[src/rtl/gnr_node_lut_if.sv]
// Bus bundle for one GNR LUT node: step/config strobes in, trajectory state out.
interface gnr_node_lut_if #(
    parameter int NUM_IN = 4,
    parameter int CNT_W  = 16
);
    localparam int DEPTH = 1 << NUM_IN;

    logic              reset_nos;
    logic              init_state;
    logic              start_s0;
    logic              start_s1;
    logic [NUM_IN-1:0] in_s0;
    logic [NUM_IN-1:0] in_s1;
    logic              cfg_we;
    logic [DEPTH-1:0]  cfg_lut;
    logic              s0;
    logic              s1;
    logic              eq;
    logic [CNT_W-1:0]  toggle_cnt;
    logic [DEPTH-1:0]  lut_q;

    modport master (
        output reset_nos, init_state, start_s0, start_s1,
        output in_s0, in_s1, cfg_we, cfg_lut,
        input  s0, s1, eq, toggle_cnt, lut_q
    );

    modport slave (
        input  reset_nos, init_state, start_s0, start_s1,
        input  in_s0, in_s1, cfg_we, cfg_lut,
        output s0, s1, eq, toggle_cnt, lut_q
    );
endinterface

[src/rtl/gnr_node_lut.sv]
// Programmable-LUT Boolean network node with tortoise (s0) / hare (s1)
// trajectories, equality flag and saturating s1 toggle counter.
module gnr_node_lut #(
    parameter int NUM_IN   = 4,
    parameter int SLOW_DIV = 2,
    parameter int CNT_W    = 16,
    parameter logic [(1<<NUM_IN)-1:0] LUT_INIT = '0
) (
    input  logic          clk,
    input  logic          rst,
    gnr_node_lut_if.slave bus
);
    localparam int DEPTH = 1 << NUM_IN;
    localparam int PH_W  = (SLOW_DIV > 1) ? $clog2(SLOW_DIV) : 1;
    localparam logic [PH_W-1:0]  PH_LAST = PH_W'(SLOW_DIV - 1);
    localparam logic [CNT_W-1:0] CNT_MAX = '1;

    logic [DEPTH-1:0] lut;
    logic [PH_W-1:0]  phase;
    logic [PH_W-1:0]  phase_nx;
    logic [CNT_W-1:0] cnt;
    logic [CNT_W-1:0] cnt_nx;
    logic             s0_q;
    logic             s1_q;
    logic             eq_q;
    logic             s0_nx;
    logic             s1_nx;
    logic             f0;
    logic             f1;

    // Steps always read the LUT as it stood before this edge.
    assign f0 = lut[bus.in_s0];
    assign f1 = lut[bus.in_s1];

    always_comb begin
        s0_nx    = s0_q;
        s1_nx    = s1_q;
        phase_nx = phase;
        cnt_nx   = cnt;
        if (bus.reset_nos) begin
            s0_nx    = bus.init_state;
            s1_nx    = bus.init_state;
            phase_nx = '0;
            cnt_nx   = '0;
        end else begin
            if (bus.start_s0) begin
                if (phase == '0)
                    s0_nx = f0;
                phase_nx = (phase == PH_LAST) ? '0 : phase + PH_W'(1);
            end
            if (bus.start_s1) begin
                s1_nx = f1;
                if ((f1 != s1_q) && (cnt != CNT_MAX))
                    cnt_nx = cnt + CNT_W'(1);
            end
        end
    end

    always_ff @(posedge clk or negedge rst) begin
        if (!rst) begin
            s0_q  <= 1'b0;
            s1_q  <= 1'b0;
            eq_q  <= 1'b1;
            phase <= '0;
            cnt   <= '0;
            lut   <= LUT_INIT;
        end else begin
            s0_q  <= s0_nx;
            s1_q  <= s1_nx;
            eq_q  <= (s0_nx == s1_nx);
            phase <= phase_nx;
            cnt   <= cnt_nx;
            if (bus.cfg_we)
                lut <= bus.cfg_lut;
        end
    end

    assign bus.s0         = s0_q;
    assign bus.s1         = s1_q;
    assign bus.eq         = eq_q;
    assign bus.toggle_cnt = cnt;
    assign bus.lut_q      = lut;
endmodule
[src/flat_wrapper.sv]
// flat-port wrapper written by rule: the top's interface ports become plain ports
module gnr_node_lut_flat 
#(
    parameter int NUM_IN   = 4,
    parameter int SLOW_DIV = 2,
    parameter int CNT_W    = 16,
    parameter logic [(1<<NUM_IN)-1:0] LUT_INIT = '0
)
  (clk, rst, bus_reset_nos, bus_init_state, bus_start_s0, bus_start_s1, bus_in_s0, bus_in_s1, bus_cfg_we, bus_cfg_lut, bus_s0, bus_s1, bus_eq, bus_toggle_cnt, bus_lut_q);
  gnr_node_lut_if #(.NUM_IN(NUM_IN), .CNT_W(CNT_W)) bus_i ();
  input  logic clk;
  input  logic rst;
  input wire logic [$bits(bus_i.reset_nos)-1:0] bus_reset_nos;
  input wire logic [$bits(bus_i.init_state)-1:0] bus_init_state;
  input wire logic [$bits(bus_i.start_s0)-1:0] bus_start_s0;
  input wire logic [$bits(bus_i.start_s1)-1:0] bus_start_s1;
  input wire logic [$bits(bus_i.in_s0)-1:0] bus_in_s0;
  input wire logic [$bits(bus_i.in_s1)-1:0] bus_in_s1;
  input wire logic [$bits(bus_i.cfg_we)-1:0] bus_cfg_we;
  input wire logic [$bits(bus_i.cfg_lut)-1:0] bus_cfg_lut;
  output wire logic [$bits(bus_i.s0)-1:0] bus_s0;
  output wire logic [$bits(bus_i.s1)-1:0] bus_s1;
  output wire logic [$bits(bus_i.eq)-1:0] bus_eq;
  output wire logic [$bits(bus_i.toggle_cnt)-1:0] bus_toggle_cnt;
  output wire logic [$bits(bus_i.lut_q)-1:0] bus_lut_q;
  assign bus_i.reset_nos = bus_reset_nos;
  assign bus_i.init_state = bus_init_state;
  assign bus_i.start_s0 = bus_start_s0;
  assign bus_i.start_s1 = bus_start_s1;
  assign bus_i.in_s0 = bus_in_s0;
  assign bus_i.in_s1 = bus_in_s1;
  assign bus_i.cfg_we = bus_cfg_we;
  assign bus_i.cfg_lut = bus_cfg_lut;
  assign bus_s0 = bus_i.s0;
  assign bus_s1 = bus_i.s1;
  assign bus_eq = bus_i.eq;
  assign bus_toggle_cnt = bus_i.toggle_cnt;
  assign bus_lut_q = bus_i.lut_q;
  gnr_node_lut #(.NUM_IN(NUM_IN), .SLOW_DIV(SLOW_DIV), .CNT_W(CNT_W), .LUT_INIT(LUT_INIT)) u_core (.clk(clk), .rst(rst), .bus(bus_i));
endmodule
[config.mk]
export PLATFORM = sky130hd
export DESIGN_NAME = gnr_node_lut_flat
export DESIGN_NICKNAME = d
export VERILOG_FILES = /design/src/rtl/gnr_node_lut_if.sv /design/src/rtl/gnr_node_lut.sv /design/src/flat_wrapper.sv
export SDC_FILE = /design/constraint.sdc
export NUM_CORES = 1
export LEC_CHECK = 0
export CORE_UTILIZATION = 35
export CTS_CLUSTER_DIAMETER = 100
export CTS_CLUSTER_SIZE = 40
export DETAILED_ROUTE_END_ITERATION = 10
export HOLD_SLACK_MARGIN = 0.12
export PLACE_DENSITY = 0.75
export SETUP_SLACK_MARGIN = 0.1
export SLEW_MARGIN = 20
export SYNTH_ARGS = -nofsm -noshare
export SYNTH_HDL_FRONTEND = slang
export SYNTH_SLANG_ARGS = --single-unit
[constraint.sdc]
create_clock -name clk -period 3.3 [get_ports clk]
set_input_delay 0.66 -clock clk [delete_from_list [all_inputs] [get_ports clk]]
set_output_delay 0.66 -clock clk [all_outputs]
set_load 0.005 [all_outputs]
# Word-level counts from Yosys, hierarchy flattened
# Index checks and enable logic that the tools add are counted.
# totals
regBits	36
inputBits	31
output_inout_bits	35
word_cells	33
# classes
n_addsub	2
order_cmp	2
eq_ne	3
n_mux	15
n_reduce_logical	5
# ops
operator	n
two-way mux 16 bit	3
adder 16 x 1 -> 16 bit (second input constant)	1
!= test 16 bit (second input constant)	1
< comparator 4 x 5 -> 1 bit (second input constant)	2
two-way mux 1 bit	10
binary-select mux 1 bit (select 4 bit)	2
nonzero test 2 bit	3
AND reduction 2 bit	1
adder 1 bit (second input constant)	1
equality test 1 bit	1
logical AND 1 bit	1
!= test 1 bit	1

# Logic depth before layout (Yosys ltp)
# Gate-level depths: netlist of the first run.
# logic_depth
depth_word	7
ltp_mapped	7
depth_no_buf	6

# Least setup slack after synthesis of the first run
# No wires, ideal clock.
# synth_path
path_type	input to register
start	in bus_in_s1[2]
end	reg u_core.cnt[10], in the netlist u_core.bus.toggle_cnt[10]
setup_ns	0.128
arrival_time_ns	2.628
required_time_ns	3.172
path_slack_ns	0.545
path_stages	6
path_buffers	1
cell_sequence	mux4_1 mux4_2 xnor2_4 buf_6 nor4_1 mux2_1
# synth_via
elab_chain_cells	6
# synth_lines
element	line_no	rtl
start: declaration	flat_wrapper.sv:18	input wire logic [$bits(bus_i.in_s1)-1:0] bus_in_s1;
binary-select mux 1 bit (select 4 bit)	gnr_node_lut.sv:33	assign f1 = lut[bus.in_s1];
two-way mux 1 bit (implied by the code)	gnr_node_lut.sv:33	
!= test 1 bit	gnr_node_lut.sv:53	if ((f1 != s1_q) && (cnt != CNT_MAX))
logical AND 1 bit	gnr_node_lut.sv:53	
nonzero test 2 bit (no source line)	--	
AND reduction 2 bit (no source line)	--	
end signal: assignment	gnr_node_lut.sv:72	cnt <= cnt_nx;
end: declaration	gnr_node_lut.sv:21	logic [CNT_W-1:0] cnt;
# No other way between the ends. The select of a mux whose other input is x is not followed.
# A chain may end at the register's enable or synchronous reset.

# Worst setup path in the final report of the first run
# layout_path
start	in bus_in_s1[3]
end	reg u_core.cnt[2], in the netlist u_core.bus.toggle_cnt[2]
# The elaborated chain is that of the path after synthesis.

==> impl_metrics.ini, run 1 <==
[power]
sequentialPowerShare_pct = 45.2
p_int_mw = 0.826
switching_power_mw = 0.292
clockPowerShare_pct = 30.4
vdd_drop_max_v = 0.000191
p_sw_share_pct = 26.1
leakage_nw = 1.12
p_total_mw = 1.12
p_comb_share_pct = 24.3
p_per_area_mw_per_mm2 = 392

[synth]
synth-main-ff-cell = dfrtp_1
seq_area_frac_synth_pct = 45.5
synth_cell_type_count = 36
synthArstFlopShare_pct = 100
yosysWarnings = 0
synth-edff-count = 0
netlist_area_mm2 = 0.00198
postSynthCellCount = 168
syn_avg_cell_area_um2 = 11.8
syn_nets = 200
postSynthRegisterBits = 36

[timing]
max_freq_ghz = 0.344
setup_viol = 0
post-route-worst-setup-slack_ps = 389
final-hold-violation-count = 0
relSlewSlack_pct = 28.8
finalClockSkew_ps = 8.95
rsz0062_at_grt = false
post-route-min-period_ps = 2910
fin_crit_sh_pct = 88.2
slew_violations = 0
worst_pin_slew_ps = 1060
finalSetupTns_ps = 0

[setup_path]
critPathRequiredTime_ps = 3490
cp_cell_sequence = clkdlybuf4s50_1, mux4_1, mux4_2, xnor2_2, or4_1, a21oi_1
path_max_fanout = 12
worstSetupStartpointType = input pin
slowest_delay_ps = 620
worstPathArrival_ps = 3100
worstSetupEndpointType = flip-flop
critPathKind = in -> reg
slowest_stage = mux4_2

[place]
io_buffers = 65
routabilityCongestion = 0.830
hpwl_mm = 3.44
placed_area_mm2 = 0.00270
placedCellCount = 300
place_ws_ps = -182

[grt]
grt_pass1_vias = 1608
grt_pass1_wl_mm = 7.69
antenna_found_initial = 0
track_usage_pct = 16.6
grt-ovfl-total = 0
grt_max_degree = 37

[routing]
vias = 1637
vias_per_cell = 5.28
antenna_left = 0
wirelength_mm = 4.83
wl_per_cell_um = 15.6
drtPass1Iterations = 4
initialDrtViolationCount = 73
route.detailed.drc = 0

[floorplanning]
core-area_mm2 = 0.00547
die_width_um = 77.3
fp.dieH_um = 77.3
dieArea_mm2 = 0.00597
start_util_pct = 36.2
num_rows = 27
boundaryPins = 66

[clock_tree]
clk_latency_ps = 290
cts-hold-fix-buffers = 0
cts_buffer_depth = 2
cts-root-buf = clkbuf_8
cts_tree = yes
cts_setup_buffers = 0
clock_sinks = 36
cts_buffers = 5
clkTransAtPathRegs_ps = 70
cts_resized = 0
h-tree-depth = 2

[layout]
syn_to_final_growth_pct = 43.7
final_nets = 269
instances_no_fill = 310
drive_above_1_share_pct = 16.8
antenna_cells = 0
finalInstanceArea_mm2 = 0.00285

[hold_path]
hold_class = reg -> reg

[run]
max_cap_violations = 0

[outcome]
outcome = complete, no violations
## layer usage
layer	wire [um]	up-vias	global-route usage, %
met3	502	4	7.14
met1	2030	766	20.6
li1	-	785	-
met4	32	0	4.53
met5	0	-	0
met2	2260	82	26.1
## placed cells by master (no fill, tap or decap), types with 3 or more instances in the layout
master / count
mux2_2: 17
mux4_2: 5
mux4_1: 4
and3_1: 3
o31ai_1: 8
buf_4: 3
mux2_1: 6
nor2b_1: 5
nand2_1: 11
nor4_1: 3
a21oi_1: 12
nand2b_1: 3
or4_1: 8
clkdlybuf4s50_1: 64
nor2_1: 9
o21ai_1: 3
clkbuf_8: 7
dfrtp_1: 35
inv_1: 3
## power groups by stage
stage / registers, mW / clock network, mW / logic (mW)
after CTS: 0.504 / 0.352 / 0.254
final: 0.506 / 0.340 / 0.272
after detailed placement: 0.511 / 0 / 0.253
after global placement: 0.512 / 0 / 0.248
after global routing: 0.510 / 0.372 / 0.293
after floorplan: 0.504 / 0 / 0.132
## flip-flops by register name, indices dropped and copies added (netlist names)
name	count
u_core.bus.lut_q	16
u_core.bus.s1	1
u_core.bus.eq	1
u_core.phase	1
u_core.bus.s0	1
u_core.bus.toggle_cnt	16
## cells by family (layout without fill, tap and decap cells)
kind of cell / after synthesis / after routing / share of synthesized area (%)
DFF: 36 / 36 / 45.5
and+or+nand+nor: 57 / 57 / 15.9
AOI/OAI and AO/OA: 29 / 29 / 9.15
adders and majority gates: 1 / 1 / 0.631
muxes: 33 / 33 / 24.6
xor gates and xnor gates: 1 / 3 / 1.39
buffers and inverters: 11 / 79 / 2.84
## layout make-up
| class | count | area (um2) |
|---|---|---|
| Fill cell | 502 | 2630 |
| Multi-Input combinational cell | 123 | 1070 |
| Sequential cell | 36 | 902 |
| Timing Repair Buffer | 68 | 676 |
| Clock buffer | 8 | 100 |
| Tap cell | 72 | 90.1 |
| Inverter | 3 | 11.3 |
## synth_stat cells (3+ instances only)
master / count / share of area (%)
dfrtp_1: 35 / 44
mux2_2: 17 / 9.7
a21oi_1: 12 / 3.0
nand2_1: 11 / 2.1
nor2_1: 9 / 1.7
o31ai_1: 8 / 3.0
or4_1: 8 / 3.0
mux2_1: 6 / 3.4
clkbuf_1: 5 / 0.95
mux4_2: 5 / 5.7
nor2b_1: 5 / 1.6
nor4_1: 5 / 1.6
mux4_1: 4 / 5.3
and3_1: 3 / 0.95
inv_1: 3 / 0.57
nand2b_1: 3 / 0.95
o21ai_1: 3 / 0.76
## per-stage QoR
step / util [%] / hold slack [ps]
after detailed placement: 49.3 / 535
final: 52.0 / 547
after CTS: 51.2 / 549
after global placement: 49.3 / 520
after global routing: 52.0 / 577
after floorplan: - / 364
## worst paths after layout
path / startpoint / endpoint / slack (ps) / depth (start not counted)
worst max-delay path: bus_in_s1[3] / u_core.bus.toggle_cnt[2]$_DFFE_PN0P_ / 390 / 6
worst min-delay path: u_core.phase$_DFFE_PN0P_ / u_core.phase$_DFFE_PN0P_ / 550 / 2
worst max register to register: u_core.bus.lut_q[7]$_DFFE_PN0P_ / u_core.bus.toggle_cnt[2]$_DFFE_PN0P_ / 680 / 5
worst min register to register: u_core.phase$_DFFE_PN0P_ / u_core.phase$_DFFE_PN0P_ / 550 / 2
max in group asynchronous: rst / u_core.bus.eq$_DFF_PN1_ / 2140 / 2
min in group asynchronous: rst / u_core.bus.toggle_cnt[14]$_DFFE_PN0P_ / 790 / 2
## critical path: cells and delay by family
kind	cells	cell delay [ps]
AOI/OAI and AO/OA	1	150
xor gates and xnor gates	1	280
buffers and inverters	1	550
muxes	2	930
and+or+nand+nor	1	520
Note: power is estimated with default switching activity, not from simulation.
==> inputs of run 2 (changes only) <==
--- a/config.mk
+++ b/config.mk
@@ -5,14 +5,13 @@
 export SDC_FILE = /design/constraint.sdc
 export NUM_CORES = 1
 export LEC_CHECK = 0
-export CORE_UTILIZATION = 35
+export CORE_UTILIZATION = 30
 export CTS_CLUSTER_DIAMETER = 100
 export CTS_CLUSTER_SIZE = 40
 export DETAILED_ROUTE_END_ITERATION = 10
 export HOLD_SLACK_MARGIN = 0.12
-export PLACE_DENSITY = 0.75
+export PLACE_DENSITY = 0.67
 export SETUP_SLACK_MARGIN = 0.1
-export SLEW_MARGIN = 20
 export SYNTH_ARGS = -nofsm -noshare
 export SYNTH_HDL_FRONTEND = slang
 export SYNTH_SLANG_ARGS = --single-unit
==> impl_metrics.ini, run 2 (synthesis results as in run 1) <==
[layout]
finalInstanceArea_mm2 = 0.00287
nFillCells = 589
antenna_cells = 0
instances_no_fill = 314
final_common_cell = clkdlybuf4s50_1
final_nets = 268
layout.cells.most_common_list = clkdlybuf4s50_1, dfrtp_1, mux2_2
syn_to_final_growth_pct = 44.6
drive_above_1_share_pct = 16.5

[timing]
finalClockSkew_ps = 7.23
max_freq_ghz = 0.340
post-route-worst-setup-slack_ps = 361
final-hold-violation-count = 0
slew_violations = 0
setup_viol = 0
relSlewSlack_pct = 27.1
post-route-min-period_ps = 2940
worst_pin_slew_ps = 1080
fin_crit_sh_pct = 89.1
rsz0062_at_grt = false

[clock_tree]
clk_latency_ps = 300
h-tree-depth = 2
cts-hold-fix-buffers = 0
clkTransAtPathRegs_ps = 80
cts_buffer_depth = 2
cts-root-buf = clkbuf_8
clock_sinks = 36
cts_buffers = 5
cts_setup_buffers = 0
cts_tree = yes

[routing]
antenna_left = 0
route.detailed.drc = 0
initialDrtViolationCount = 98
wirelength_mm = 5.19
vias_per_cell = 5.35
wl_per_cell_um = 16.5
vias = 1680
drtPass1Iterations = 4

[grt]
grt_pass1_wl_mm = 8.34
antenna_found_initial = 0
grt-ovfl-total = 0
grt_pass1_vias = 1643
grt_max_degree = 37
track_usage_pct = 15.2

[hold_path]
hold_class = reg -> reg
holdPathEnd = u_core.phase$_DFFE_PN0P_
hp-start = u_core.phase$_DFFE_PN0P_
hold_depth = 2

[place]
place_ws_ps = -222
io_buffers = 65
hpwl_mm = 3.66
placed_area_mm2 = 0.00270
placedCellCount = 304
routabilityCongestion = 0.794

[setup_path]
worstSetupEndpointType = flip-flop
critPathRequiredTime_ps = 3480
path_max_fanout = 6
rr_startpoint = u_core.bus.lut_q[5]$_DFFE_PN0P_
r2r_slack_ps = 610
worstPathArrival_ps = 3120
critPathKind = in -> reg
worstSetupStartpointType = input pin
rr_endpoint = u_core.bus.toggle_cnt[10]$_DFFE_PN0P_
reg2regPathDepth = 5

[power]
leakage_nw = 1.12
p_per_area_mw_per_mm2 = 398
vdd_drop_max_v = 0.000201

[floorplanning]
dieArea_mm2 = 0.00694
num_rows = 29
core-area_mm2 = 0.00635
fp.dieH_um = 83.3
start_util_pct = 31.2
boundaryPins = 66
die_width_um = 83.3

[outcome]
outcome = complete, no violations

[run]
max_cap_violations = 0
==> run 2: per-stage QoR <==
stage | hold WS (ps) | TNS [ps] | utilization, % | power, mW
final | 543 | 0 | 45.1 | 1.14
after global routing | 596 | 0 | 45.1 | 1.19
after CTS | 547 | 0 | 44.2 | 1.12
after detailed placement | 526 | -2480 | 42.5 | 0.762
after global placement | 521 | -1280 | 42.5 | 0.757
after floorplan | 364 | 0 | - | 0.636
==> run 2: repair_timing <==
item | 4_1_cts | 5_1_grt
pin swaps | 0 | 1
cloned | 0 | 2
gates resized for setup | 1 | 4
setup endpoints to repair | 1 | 14
==> run 2: cell type report <==
| cell class | instances | area, um2 | share of cell area [%] |
|---|---|---|---|
| multi-input combinational | 123 | 1090 | 38.0 |
| sequential | 36 | 902 | 31.5 |
| timing repair buffer | 67 | 668 | 23.3 |
| clock buffer | 8 | 100 | 3.49 |
| tap | 77 | 96.3 | 3.36 |
| inverter | 3 | 11.3 | 0.393 |
==> run 2: worst max-delay path by stage <==
stage,start,to,slack (ps)
floorplan,bus_in_s1[2],u_core.bus.toggle_cnt[10]$_DFFE_PN0P_,540
global route,bus_in_s1[3],u_core.bus.toggle_cnt[13]$_DFFE_PN0P_,320
detailed placement,bus_in_s1[2],u_core.bus.toggle_cnt[12]$_DFFE_PN0P_,-220
finish,bus_in_s1[3],u_core.bus.toggle_cnt[10]$_DFFE_PN0P_,360
global placement,bus_in_s1[2],u_core.bus.toggle_cnt[15]$_DFFE_PN0P_,-120
CTS,bus_in_s1[2],u_core.bus.toggle_cnt[15]$_DFFE_PN0P_,100
==> run 2: critical path, stage by stage <==
cell	delay (ps)
clkdlybuf4s50_1	550
mux4_1	330
mux4_2	640
xnor2_4	230
nor4_1	340
mux2_1	360
==> run 2: power by group <==
group | total [mW] | switching (mW) | internal, mW
registers | 0.507 | 0.0362 | 0.471
clock network | 0.356 | 0.165 | 0.191
logic | 0.277 | 0.112 | 0.165
total | 1.14 | 0.313 | 0.826
==> run 2: per-layer routing <==
layer | share of wire, % | GRT usage (%)
met2 | 47 | 24.0
met3 | 9.9 | 7.26
met1 | 41 | 18.1
met4 | 1.9 | 5.02
met5 | 0 | 0
